## src/rtl/pcl_pkg.sv

```systemverilog
// ---------------------------------------------------------------------------
// pcl_pkg
// Shared types and helpers for the pcl_count_reg counter stage.
//   pcl_state_e : run/one-shot FSM states (IDLE, RUN, DONE)
//   PCL_WIDTH   : default counter width
//   all_ones()  : returns a word with the low 'width' bits set
// ---------------------------------------------------------------------------
package pcl_pkg;

  typedef enum logic [1:0] {
    IDLE = 2'd0,
    RUN  = 2'd1,
    DONE = 2'd2
  } pcl_state_e;

  localparam int PCL_WIDTH = 8;

  function automatic logic [31:0] all_ones(input int width);
    logic [31:0] r;
    r = '0;
    for (int i = 0; i < 32; i++) begin
      if (i < width) r[i] = 1'b1;
    end
    return r;
  endfunction

endpackage

```

## src/rtl/pcl_reload_shadow.sv

```systemverilog
// ---------------------------------------------------------------------------
// pcl_reload_shadow
// Active reload register fronted by a one-entry shadow buffer with a
// valid/ready write handshake.
//   clk, rst : clock, asynchronous active-high reset
//   wr       : write request (valid); accepted when ready is high
//   wdata    : value written into the shadow
//   xfer     : transfer trigger (terminal count or parallel load)
//   reload   : active reload value
//   ready    : shadow is empty and can accept a write
// ---------------------------------------------------------------------------
module pcl_reload_shadow #(
  parameter int               WIDTH      = 8,
  parameter logic [WIDTH-1:0] RELOAD_RST = '0
) (
  input  logic             clk,
  input  logic             rst,
  input  logic             wr,
  input  logic [WIDTH-1:0] wdata,
  input  logic             xfer,
  output logic [WIDTH-1:0] reload,
  output logic             ready
);

  logic             full;
  logic [WIDTH-1:0] shadow;
  logic             accept;

  assign ready  = !full;
  assign accept = wr && !full;

  // A write can only be accepted while the shadow is empty, so a coincident
  // transfer never sees the new data: it moves the old content (if any)
  // and the new write lands in the shadow.
  always_ff @(posedge clk or posedge rst) begin
    if (rst) begin
      full   <= 1'b0;
      shadow <= '0;
      reload <= RELOAD_RST;
    end else begin
      if (xfer && full) reload <= shadow;
      if (accept) begin
        shadow <= wdata;
        full   <= 1'b1;
      end else if (xfer) begin
        full <= 1'b0;
      end
    end
  end

endmodule

```

## src/rtl/pcl_count_reg.sv

```systemverilog
// ---------------------------------------------------------------------------
// pcl_count_reg
// State/control stage of a loadable up-counter: count register with
// auto-reload, run/one-shot FSM and a registered terminal-count pulse for
// cascading into the next counter stage.
//   clk, rst   : clock, asynchronous active-high reset
//   ld/ld_data : synchronous parallel load (highest priority)
//   cnt_en     : count enable (cascade input)
//   hold       : freezes the count, overrides cnt_en
//   start/stop : FSM pulses (stop wins when both are high)
//   oneshot    : mode sampled on an accepted start
//   rld_valid/rld_data/rld_ready : reload-value write handshake
//   cnt        : count register
//   tc         : one-cycle pulse the cycle after a terminal-count event
//   running    : FSM is in RUN
//   ovf_sticky : terminal count hit while tc was still high; cleared by ld
// Optional (macro PCL_CNT_SNAPSHOT_EN): snap input, snap_q output holding
// the post-update count captured when snap is high.
// ---------------------------------------------------------------------------
module pcl_count_reg
  import pcl_pkg::*;
#(
  parameter int               WIDTH      = PCL_WIDTH,
  parameter logic [WIDTH-1:0] RELOAD_RST = '0
) (
  input  logic             clk,
  input  logic             rst,
  input  logic             ld,
  input  logic [WIDTH-1:0] ld_data,
  input  logic             cnt_en,
  input  logic             hold,
  input  logic             start,
  input  logic             stop,
  input  logic             oneshot,
  input  logic             rld_valid,
  input  logic [WIDTH-1:0] rld_data,
  output logic             rld_ready,
  output logic [WIDTH-1:0] cnt,
  output logic             tc,
  output logic             running,
  output logic             ovf_sticky
`ifdef PCL_CNT_SNAPSHOT_EN
  ,
  input  logic             snap,
  output logic [WIDTH-1:0] snap_q
`endif
);

  localparam logic [WIDTH-1:0] ONES = WIDTH'(all_ones(WIDTH));

  pcl_state_e       state, state_next;
  logic             mode;
  logic             mode_load;
  logic             step;
  logic             tc_event;
  logic [WIDTH-1:0] cnt_next;
  logic [WIDTH-1:0] reload;

  assign step     = (state == RUN) && cnt_en && !hold && !ld;
  assign tc_event = step && (cnt == ONES);
  assign running  = (state == RUN);

  // The wrap always uses the reload value held before this cycle's transfer.
  always_comb begin
    cnt_next = cnt;
    if (ld)            cnt_next = ld_data;
    else if (tc_event) cnt_next = reload;
    else if (step)     cnt_next = cnt + 1'b1;
  end

  pcl_reload_shadow #(
    .WIDTH      (WIDTH),
    .RELOAD_RST (RELOAD_RST)
  ) u_shadow (
    .clk    (clk),
    .rst    (rst),
    .wr     (rld_valid),
    .wdata  (rld_data),
    .xfer   (tc_event || ld),
    .reload (reload),
    .ready  (rld_ready)
  );

  // FSM next state; stop overrides everything
  always_comb begin
    state_next = state;
    mode_load  = 1'b0;
    if (stop) begin
      state_next = IDLE;
    end else begin
      case (state)
        IDLE, DONE: begin
          if (start) begin
            state_next = RUN;
            mode_load  = 1'b1;
          end
        end
        RUN: begin
          if (tc_event && mode) state_next = DONE;
        end
        default: state_next = IDLE;
      endcase
    end
  end

  always_ff @(posedge clk or posedge rst) begin
    if (rst) begin
      state      <= IDLE;
      mode       <= 1'b0;
      cnt        <= '0;
      tc         <= 1'b0;
      ovf_sticky <= 1'b0;
    end else begin
      state <= state_next;
      if (mode_load) mode <= oneshot;
      cnt <= cnt_next;
      tc  <= tc_event;
      if (ld)                  ovf_sticky <= 1'b0;
      else if (tc_event && tc) ovf_sticky <= 1'b1;
    end
  end

`ifdef PCL_CNT_SNAPSHOT_EN
  always_ff @(posedge clk or posedge rst) begin
    if (rst)       snap_q <= '0;
    else if (snap) snap_q <= cnt_next;
  end
`endif

endmodule
```

## config.mk

```make
export PLATFORM = sky130hd
export DESIGN_NAME = pcl_count_reg
export DESIGN_NICKNAME = d
export VERILOG_FILES = /design/src/rtl/pcl_pkg.sv /design/src/rtl/pcl_reload_shadow.sv /design/src/rtl/pcl_count_reg.sv
export SDC_FILE = /design/constraint.sdc
export NUM_CORES = 1
export LEC_CHECK = 0
export BUFFER_PORTS_ARGS = -buffer_cell sky130_fd_sc_hd__buf_2
export CORE_AREA = 2 2 54 56
export CTS_BUF_LIST = sky130_fd_sc_hd__clkbuf_8 sky130_fd_sc_hd__clkbuf_16
export CTS_CLUSTER_SIZE = 20
export DETAILED_ROUTE_END_ITERATION = 10
export DIE_AREA = 0 0 56 58
export PLACE_DENSITY = 0.92
export SYNTH_ARGS = -nofsm -noshare
export SYNTH_HDL_FRONTEND = slang
export SYNTH_SLANG_ARGS = --single-unit
```

## constraint.sdc

```tcl
create_clock -name clk -period 3.3 [get_ports clk]
set_clock_uncertainty 0.2 [all_clocks]
set_input_delay 0.66 -clock clk [delete_from_list [all_inputs] [get_ports clk]]
set_output_delay 0.66 -clock clk [all_outputs]
set_load 0.005 [all_outputs]
```

# Word level (Yosys, flattened, before mapping)
# Index checks and enable logic that the tools add are counted.
word_totals:
  reg_bits: 30
  latch_bits: 0
  mem_bits_rw: 0
  rom_bits: 0
  in_bits: 25
  out_inout_bits: 12
  elab_cells: 46
  n_memories: 0
classes:
  addsub: 1
  multipliers: 0
  div: 0
  n_lt_le_gt_ge: 0
  n_eq_ne: 5
  shift: 0
  mux: 14
  n_bitwise: 0
  n_reduce_logical: 18
op_table:
  columns: ["cell", "count"]
  rows:
  - ["2-to-1 mux 8 bit", 3]
  - ["adder 8 x 1 -> 8 bit (second input constant)", 1]
  - ["equality test 8 bit (second input constant)", 1]
  - ["logical AND 1 bit", 8]
  - ["2-to-1 mux 1 bit", 7]
  - ["2-to-1 mux 2 bit", 3]
  - ["case mux 2 bit (2 select lines)", 1]
  - ["nonzero test 2 bit", 2]
  - ["zero test 1 bit", 3]
  - ["!= test 3 x 2 -> 1 bit (second input constant)", 1]
  - ["!= test 3 bit (second input constant)", 1]
  - ["nonzero test 3 bit", 1]
  - ["equality test 2 x 1 -> 1 bit (second input constant)", 1]
  - ["equality test 2 bit (second input constant)", 1]
  - ["zero test 2 bit", 1]
  - ["AND reduction 2 bit", 1]
  - ["OR reduction 2 bit", 1]
  - ["logical OR 1 bit", 1]

# Logic depth before layout (Yosys ltp)
# Gate-level depths: netlist of the first run.
logic_depth:
  ltp_word: 9
  mapped_depth: 6
  ltp_nobuf: 5

# Modules after synthesis
# From an unflattened synthesis of the first run, not the netlist that was laid out.
unflattened:
  cells_unflattened: 126
  area_unflattened_um2: 1467.7
by_module_without_submodules:
  columns: ["module", "n_inst", "cells_per_inst", "area_each_um2", "seq_area_each_um2"]
  rows:
  - ["pcl_count_reg", 1, 87, 793.3, 325.3]
  - ["pcl_reload_shadow", 1, 39, 674.4, 425.4]

# Least setup slack after synthesis of the first run
# OpenSTA, ideal clock, no wires.
synth_timing:
  path_type: "input-to-reg"
  startpoint: "input hold"
  endpoint: "register u_shadow.reload[0]"
  setup_time_ns: 0.125
  t_arrival_ns: 1.693
  t_required_ns: 2.975
  setup_slack_ns: 1.283
  stages: 4
  n_path_buf: 0
  path_cell_list: "and4bb_2 > nand4_1 > o22ai_4 > mux2_2"
synth_between:
  elab_chain_cells: 6
synth_rtl:
  columns: ["item", "line_no", "source"]
  rows:
  - ["start, declared", "pcl_count_reg.sv:31", "input logic hold,"]
  - ["zero test 1 bit", "pcl_count_reg.sv:59", "assign step = (state == RUN) && cnt_en && !hold && !ld;"]
  - ["logical AND 1 bit (2 in series)", "pcl_count_reg.sv:59", null]
  - ["logical AND 1 bit", "pcl_count_reg.sv:60", "assign tc_event = step && (cnt == ONES);"]
  - ["logical OR 1 bit", "pcl_count_reg.sv:79", ".xfer (tc_event || ld),"]
  - ["logical AND 1 bit", "pcl_reload_shadow.sv:41", "if (xfer && full) reload <= shadow;"]
  - ["end signal, assigned", "pcl_reload_shadow.sv:41", null]
  - ["end, declared", "pcl_reload_shadow.sv:21", "output logic [WIDTH-1:0] reload,"]
# Every way passes these cells.
# A chain may end at the register's enable or synchronous reset.

# Final worst setup path of the first run
layout_timing:
  startpoint: "register state[0]"
  endpoint: "output running"
layout_between:
  elab_chain_cells: 1
layout_rtl:
  columns: ["item", "line_no", "source"]
  rows:
  - ["start, declared", "pcl_count_reg.sv:51", "pcl_state_e state, state_next;"]
  - ["start signal, assigned", "pcl_count_reg.sv:114", "state <= state_next;"]
  - ["equality test 2 x 1 -> 1 bit", "pcl_count_reg.sv:61", "assign running = (state == RUN);"]
  - ["end, declared", "pcl_count_reg.sv:40", "output logic running,"]
# Every way passes these cells.

==> flow_summary_export.csv, run 1 <==
group,metric,value,unit
timing,period_minus_slack,1980,ps
worst_setup_path,crit_slowest_cell,"dfrtp_1",
global_routing,grt_max_degree,31,
timing,holdWs,236,ps
run_status,status,"completed",
power,p_int,872,uW
worst_setup_path,max_stage_delay,410,ps
yosys,syn_avg_cell_area,11.7,um2
yosys,yosysWarnings,0,
clocking,ctsHtreeMaxLevel,2,
yosys,synth_edf_count,0,
power,switching_share,0.239,
yosys,ys_top_cells_by_count,"dfrtp_1, mux2_2, nand2_1",
die,die_h,58,um
worst_setup_path,cp_cell_sequence,"inv_1 -> nor2_1 -> buf_2",
yosys,yosysSeqAreaShare,0.515,
drt,drc,0,
die,die_w,56,um
die,coreArea,2660,um2
clocking,root_buffer,"clkbuf_8",
finish,layout-area-overhead-vs-synth,24.6,%
timing,maxSlewHeadroom,0.496,
placement,dp_worst_setup_slack,1070,ps
finish,num-fill-cells,202,
global_routing,grt_pass1_vias,1236,
run,drv_cap,0,
placement,io_buffers,36,
drt,drt_iter0_markers,33,
clocking,cts_made_buffers,5,
timing,fin_ws,1320,ps
clocking,holdBufCountCts,0,
yosys,netlist.top_cell.by_area,"dfrtp_1",
drt,ant_nets,0,
worst_setup_path,worstSetupPathType,"register to primary output",
power,power_switching,275,uW
power,leakagePower,0.000825,uW
placement,gp_congestion,0.958,
clocking,cts_setup_buffers,0,
worst_setup_path,required,2440,ps
yosys,synth.most_common_cell,"dfrtp_1",
placement,placed_cells,190,
yosys,syn_nets,151,
worst_hold_path,holdCritPathClass,"input pin to async pin",
finish,drive_gt1_frac,0.419,
power,clockPowerShare,0.405,
worst_setup_path,cp-end-kind,"primary output",
worst_setup_path,cp_max_fo,4,
power,power.density,632,nW/um2
die,pin_count,37,
worst_setup_path,r2r_slack,1380,ps
power,power,1150,uW
power,comb_power_share,0.155,
die,initial_core_util,0.547,
yosys,synth_ff_type,"dfrtp_1",
yosys,synthCells,125,
worst_setup_path,worst_path_dominant_cell_family,"flip-flops",
die,num_rows,19,
drt,wire_per_inst,16.4,um
worst_setup_path,path_buf_inv,2,
drt,post_drt_via_cell_ratio,6.00,
finish,layout.cells.non_filler,198,
drt,first_pass_iters,4,
die,dieArea,3250,um2
clocking,post_cts_resized,0,
yosys,syn_area,1460,um2
global_routing,grt_use_total,0.230,
timing,worstMarginPinSlew,754,ps
power,p_seq_frac,0.441,
clocking,path_clk_slew,70,ps
drt,wirelength,3240,um
timing,slew_viol_final,0,
yosys,synth_top_area_share,0.515,
global_routing,antenna_found_initial,0,
finish,fin_nets,192,
clocking,clkLatencyLatePin,290,ps
worst_setup_path,cp.arrival,1120,ps
timing,finalSetupTns,0,ps
timing,fin_crit_sh,0.601,
drt,vias,1188,
timing,finalHoldViolCount,0,
clocking,cts.path.max_buffers,2,
power,ir_worst_vdd,0.576,mV
clocking,cts_sinks,30,
finish,diodes,0,
yosys,synth.distinct_cells,38,
placement,dp_hpwl,2300,um
yosys,synthArstFlopShare,1.00,
clocking,cts_tree,"yes",
global_routing,grt.overflow.total,0,
timing,setup_violations,0,
worst_setup_path,crit_path_start_kind,"register",
timing,grt_setup_unrepaired,"no",
yosys,synthTopCellsByArea,"dfrtp_1, mux2_2, o21ai_0",
global_routing,grt_pass1_wl,5530,um
timing,max_freq,0.505,GHz
yosys,synth_seq_cells,30,
[metrics by stage]
step	instance area [um2]	util
4_1_cts	1810	0.681
3_5_place_dp	1670	0.628
2_1_floorplan	1460	-
5_1_grt	1810	0.681
6_report	1810	0.681
3_3_place_gp	1670	0.628
[registers in the layout, indices dropped and copies added, names as in the netlist]
name	count
cnt	8
mode	1
ovf_sticky	1
state	2
tc	1
u_shadow.full	1
u_shadow.reload	8
u_shadow.shadow	8
[layout by cell type (no fill, tap or decap), drive strengths merged, types with 2 or more instances in the layout]
cell / netlist / layout
nand3: 4 / 4
mux2: 18 / 18
o21ai: 13 / 13
bufinv: 0 / 2
nand2: 13 / 13
dfrtp: 30 / 30
inv: 6 / 6
buf: 0 / 37
nand4: 2 / 2
and3: 3 / 3
a21oi: 2 / 2
nor2: 4 / 4
clkbuf: 3 / 6
or3: 3 / 3
[worst reg2reg max path, cell delays in order (launching register included)]
cell and delay, ps:
dfrtp_1 480, and4_1 300, nand2_1 150, o22ai_4 300, mux2_2 380
[power groups by stage]
stage / registers (uW) / logic [uW] / clock network [uW]
6_report: 505 / 178 / 464
5_1_grt: 518 / 197 / 487
4_1_cts: 505 / 180 / 471
3_5_place_dp: 511 / 178 / 0
3_3_place_gp: 505 / 168 / 0
2_1_floorplan: 492 / 127 / 0
[metal layers]
metal  routed length [um]  GRT usage  share of wire
met1                 1220      0.260           0.38
met2                 1640      0.368           0.51
met3                  236     0.0826          0.073
met4                  143      0.153          0.044
met5                    0          0              0
[cell type report]
type                       instances  area (um2)  area share
sequential                        30         751       0.414
multi-input combinational         86         672       0.370
timing repair buffer              37         188       0.103
tap                               31        38.8      0.0214
inverter                           6        22.5      0.0124
clock buffer                       6        82.6      0.0455
clock inverter                     2        60.1      0.0331
[kinds of logic after synthesis]
| logic type | count (synthesis) | share of synthesized area |
|---|---|---|
| and+or+nand+nor | 36 | 0.154 |
| DFF | 30 | 0.515 |
| AOI/OAI and AO/OA | 28 | 0.141 |
| muxes | 19 | 0.146 |
| buffers and inverters | 9 | 0.0232 |
| xor gates and xnor gates | 2 | 0.0120 |
| adders and majority gates | 1 | 0.00859 |
[final timing paths]
kind | from | to | depth (start not counted)
worst min-delay path | rst | cnt[6] | 3
worst max register to register | cnt[3] | u_shadow.reload[1] | 4
max in group asynchronous | rst | u_shadow.reload[3] | 3
worst max-delay path | state[0] | running | 3
min in group clk | u_shadow.shadow[3] | u_shadow.reload[3] | 1
worst min register to register | u_shadow.shadow[3] | u_shadow.reload[3] | 1
(Power assumes the default switching activity.)
==> run 2: changes to the inputs <==
Settings changed: CORE_AREA 2 2 54 56 to 2 2 56 58, DIE_AREA 0 0 56 58 to 0 0 58 60, PLACE_DENSITY 0.92 to 0.87.
Clock period 3.3 ns to 1.99 ns, I/O delays scaled along.
==> run 2 against run 1 <==
Compared with the run above:
- total power up 42%
- first-iteration DRC count up 55%
- design area unchanged
- via count down 0.42%
- sequential power up 66%
- sequential cell count unchanged
- critical endpoint is now cnt[1]
==> flow_summary_export.csv, run 2 (synthesis results as in run 1) <==
group,metric,value,unit
finish,layout_common_cells,"buf_2, dfrtp_1, mux2_2",
drt,drt_iter0_markers,51,
timing,worstMarginPinSlew,370,ps
run,drv_cap,0,
global_routing,grt_max_degree,31,
timing,period_minus_slack,1870,ps
drt,post_drt_via_cell_ratio,5.77,
drt,first_pass_iters,4,
worst_setup_path,max_stage_delay,430,ps
finish,diodes,0,
die,die_h,60,um
power,leakagePower,0.000830,uW
timing,maxSlewHeadroom,0.754,
timing,setup_violations,0,
worst_setup_path,worstSetupPathType,"register to register",
timing,grt_setup_unrepaired,"no",
worst_setup_path,r2r_cells,5,
global_routing,grt.overflow.total,0,
power,clockPowerShare,0.289,
die,die_w,58,um
clocking,cts_sinks,30,
worst_setup_path,crit_start,"cnt[0]",
worst_setup_path,critPathCapture,"cnt[1]",
run_status,status,"completed",
die,num_rows,20,
worst_setup_path,cp_max_fo,7,
drt,drc,0,
drt,ant_nets,0,
placement,io_buffers,36,
worst_setup_path,cp-end-kind,"register",
clocking,ctsHtreeMaxLevel,2,
drt,wire_per_inst,16.2,um
worst_setup_path,r2r-end,"cnt[1]",
die,pin_count,37,
global_routing,grt_pass1_wl,5710,um
worst_setup_path,cp_cell_sequence,"ha_2 -> nand3_1 -> or2_1 -> mux2i_1 -> o221ai_1",
power,power.density,897,nW/um2
power,switching_share,0.267,
timing,finalHoldViolCount,0,
finish,final_util,0.625,
worst_setup_path,crit_path_start_kind,"register",
timing,slew_viol_final,0,
worst_hold_path,holdCritPathClass,"input pin to register",
timing,max_freq,0.535,GHz
power,ir_worst_vdd,0.732,mV
power,p_seq_frac,0.515,
clocking,cts.path.max_buffers,2,
drt,wirelength,3330,um
finish,layout-area-overhead-vs-synth,24.6,%
worst_setup_path,r2r_slack,120,ps
die,initial_core_util,0.502,
worst_setup_path,crit_slowest_cell,"dfrtp_1",
worst_setup_path,required,1930,ps
worst_setup_path,timing.rr.start,"cnt[0]",
clocking,cts_tree,"yes",
power,comb_power_share,0.196,
global_routing,grt_use_total,0.225,
timing,fin_crit_sh,0.940,
finish,layout_commonest_cell,"buf_2",
finish,fin_nets,199,
die,coreArea,2900,um2
clocking,path_clk_slew,60,ps
global_routing,grt_pass1_vias,1241,
power,power_switching,435,uW
drt,vias,1183,
placement,gp_congestion,0.941,
clocking,clkLatencyLatePin,280,ps
timing,finalSetupTns,0,ps
worst_setup_path,cp.arrival,1810,ps
clocking,root_buffer,"clkbuf_8",
placement,dp_hpwl,2480,um
power,p_int,1190,uW
clocking,cts_made_buffers,5,
die,dieArea,3480,um2
global_routing,antenna_found_initial,0,
finish,drive_gt1_frac,0.436,
finish,top_regs,"cnt: 8 flops, u_shadow.reload: 8 flops, u_shadow.shadow: 8 flops",
[run 2: changes by cell type in the layout (fill, tap and decap cells not counted)]
cell,change
bufinv_16,-2
ha_1,-1
ha_2,+1
buf_4,+6
dlygate4sd3_1,+1
[run 2: worst min-delay path by stage]
stage	start	endpoint	slack, ps	depth (start not counted)
2_1_floorplan	stop	state[1]	260	1
5_1_grt	stop	state[1]	120	2
3_3_place_gp	rst	ovf_sticky	270	3
6_report	stop	state[1]	110	2
3_5_place_dp	tc	ovf_sticky	280	1
4_1_cts	stop	state[1]	100	2
[run 2: routing by layer]
layer / wire (um) / GRT usage / up-vias
met1: 1300 / 0.256 / 561
li1: - / - / 554
met2: 1750 / 0.390 / 58
met4: 87 / 0.126 / 0
met3: 190 / 0.0541 / 10
met5: 0 / 0 / -
[run 2: final cells by class]
class | count | area, um2
flip-flops and latches | 30 | 751
clock buffers | 6 | 82.6
well taps | 33 | 41.3
multi-input cells | 86 | 674
inverters | 6 | 22.5
fillers | 224 | 1090
repair buffers | 44 | 243
[run 2: critical path, delay by kind of cell, from the launching register on]
family	cells	cell delay [ps]
AOI/OAI and AO/OA	1	140
adders and majority gates	1	260
DFF	1	430
muxes	1	170
and+or+nand+nor	2	550
[run 2: per-stage QoR]
stage | instance area [um2] | hold WS (ps) | setup slack (ps) | instances | total power (uW)
final | 1810 | 114 | 119 | 205 | 1630
after global routing | 1810 | 117 | 25.8 | 205 | 1710
after CTS | 1810 | 99.5 | 130 | 205 | 1640
after detailed placement | 1720 | 279 | 78.6 | 198 | 1160
after global placement | 1720 | 274 | 110 | 198 | 1130
after floorplan | 1460 | 258 | 226 | 125 | 1030
[run 2: timing repair]
action,CTS,global route
gates resized for setup,0,1
endpoints found under the hold margin,30,0
hold buffers,1,0
endpoints found under the setup margin,0,2
buffers inserted,0,0
[run 2: power by group through the flow]
| stage | clock network [uW] | registers, uW | logic, uW |
|---|---|---|---|
| 3_5_place_dp | 0 | 845 | 316 |
| 3_3_place_gp | 0 | 835 | 296 |
| 2_1_floorplan | 0 | 816 | 211 |
| 5_1_grt | 506 | 852 | 354 |
| 6_report | 470 | 838 | 319 |
| 4_1_cts | 480 | 836 | 320 |
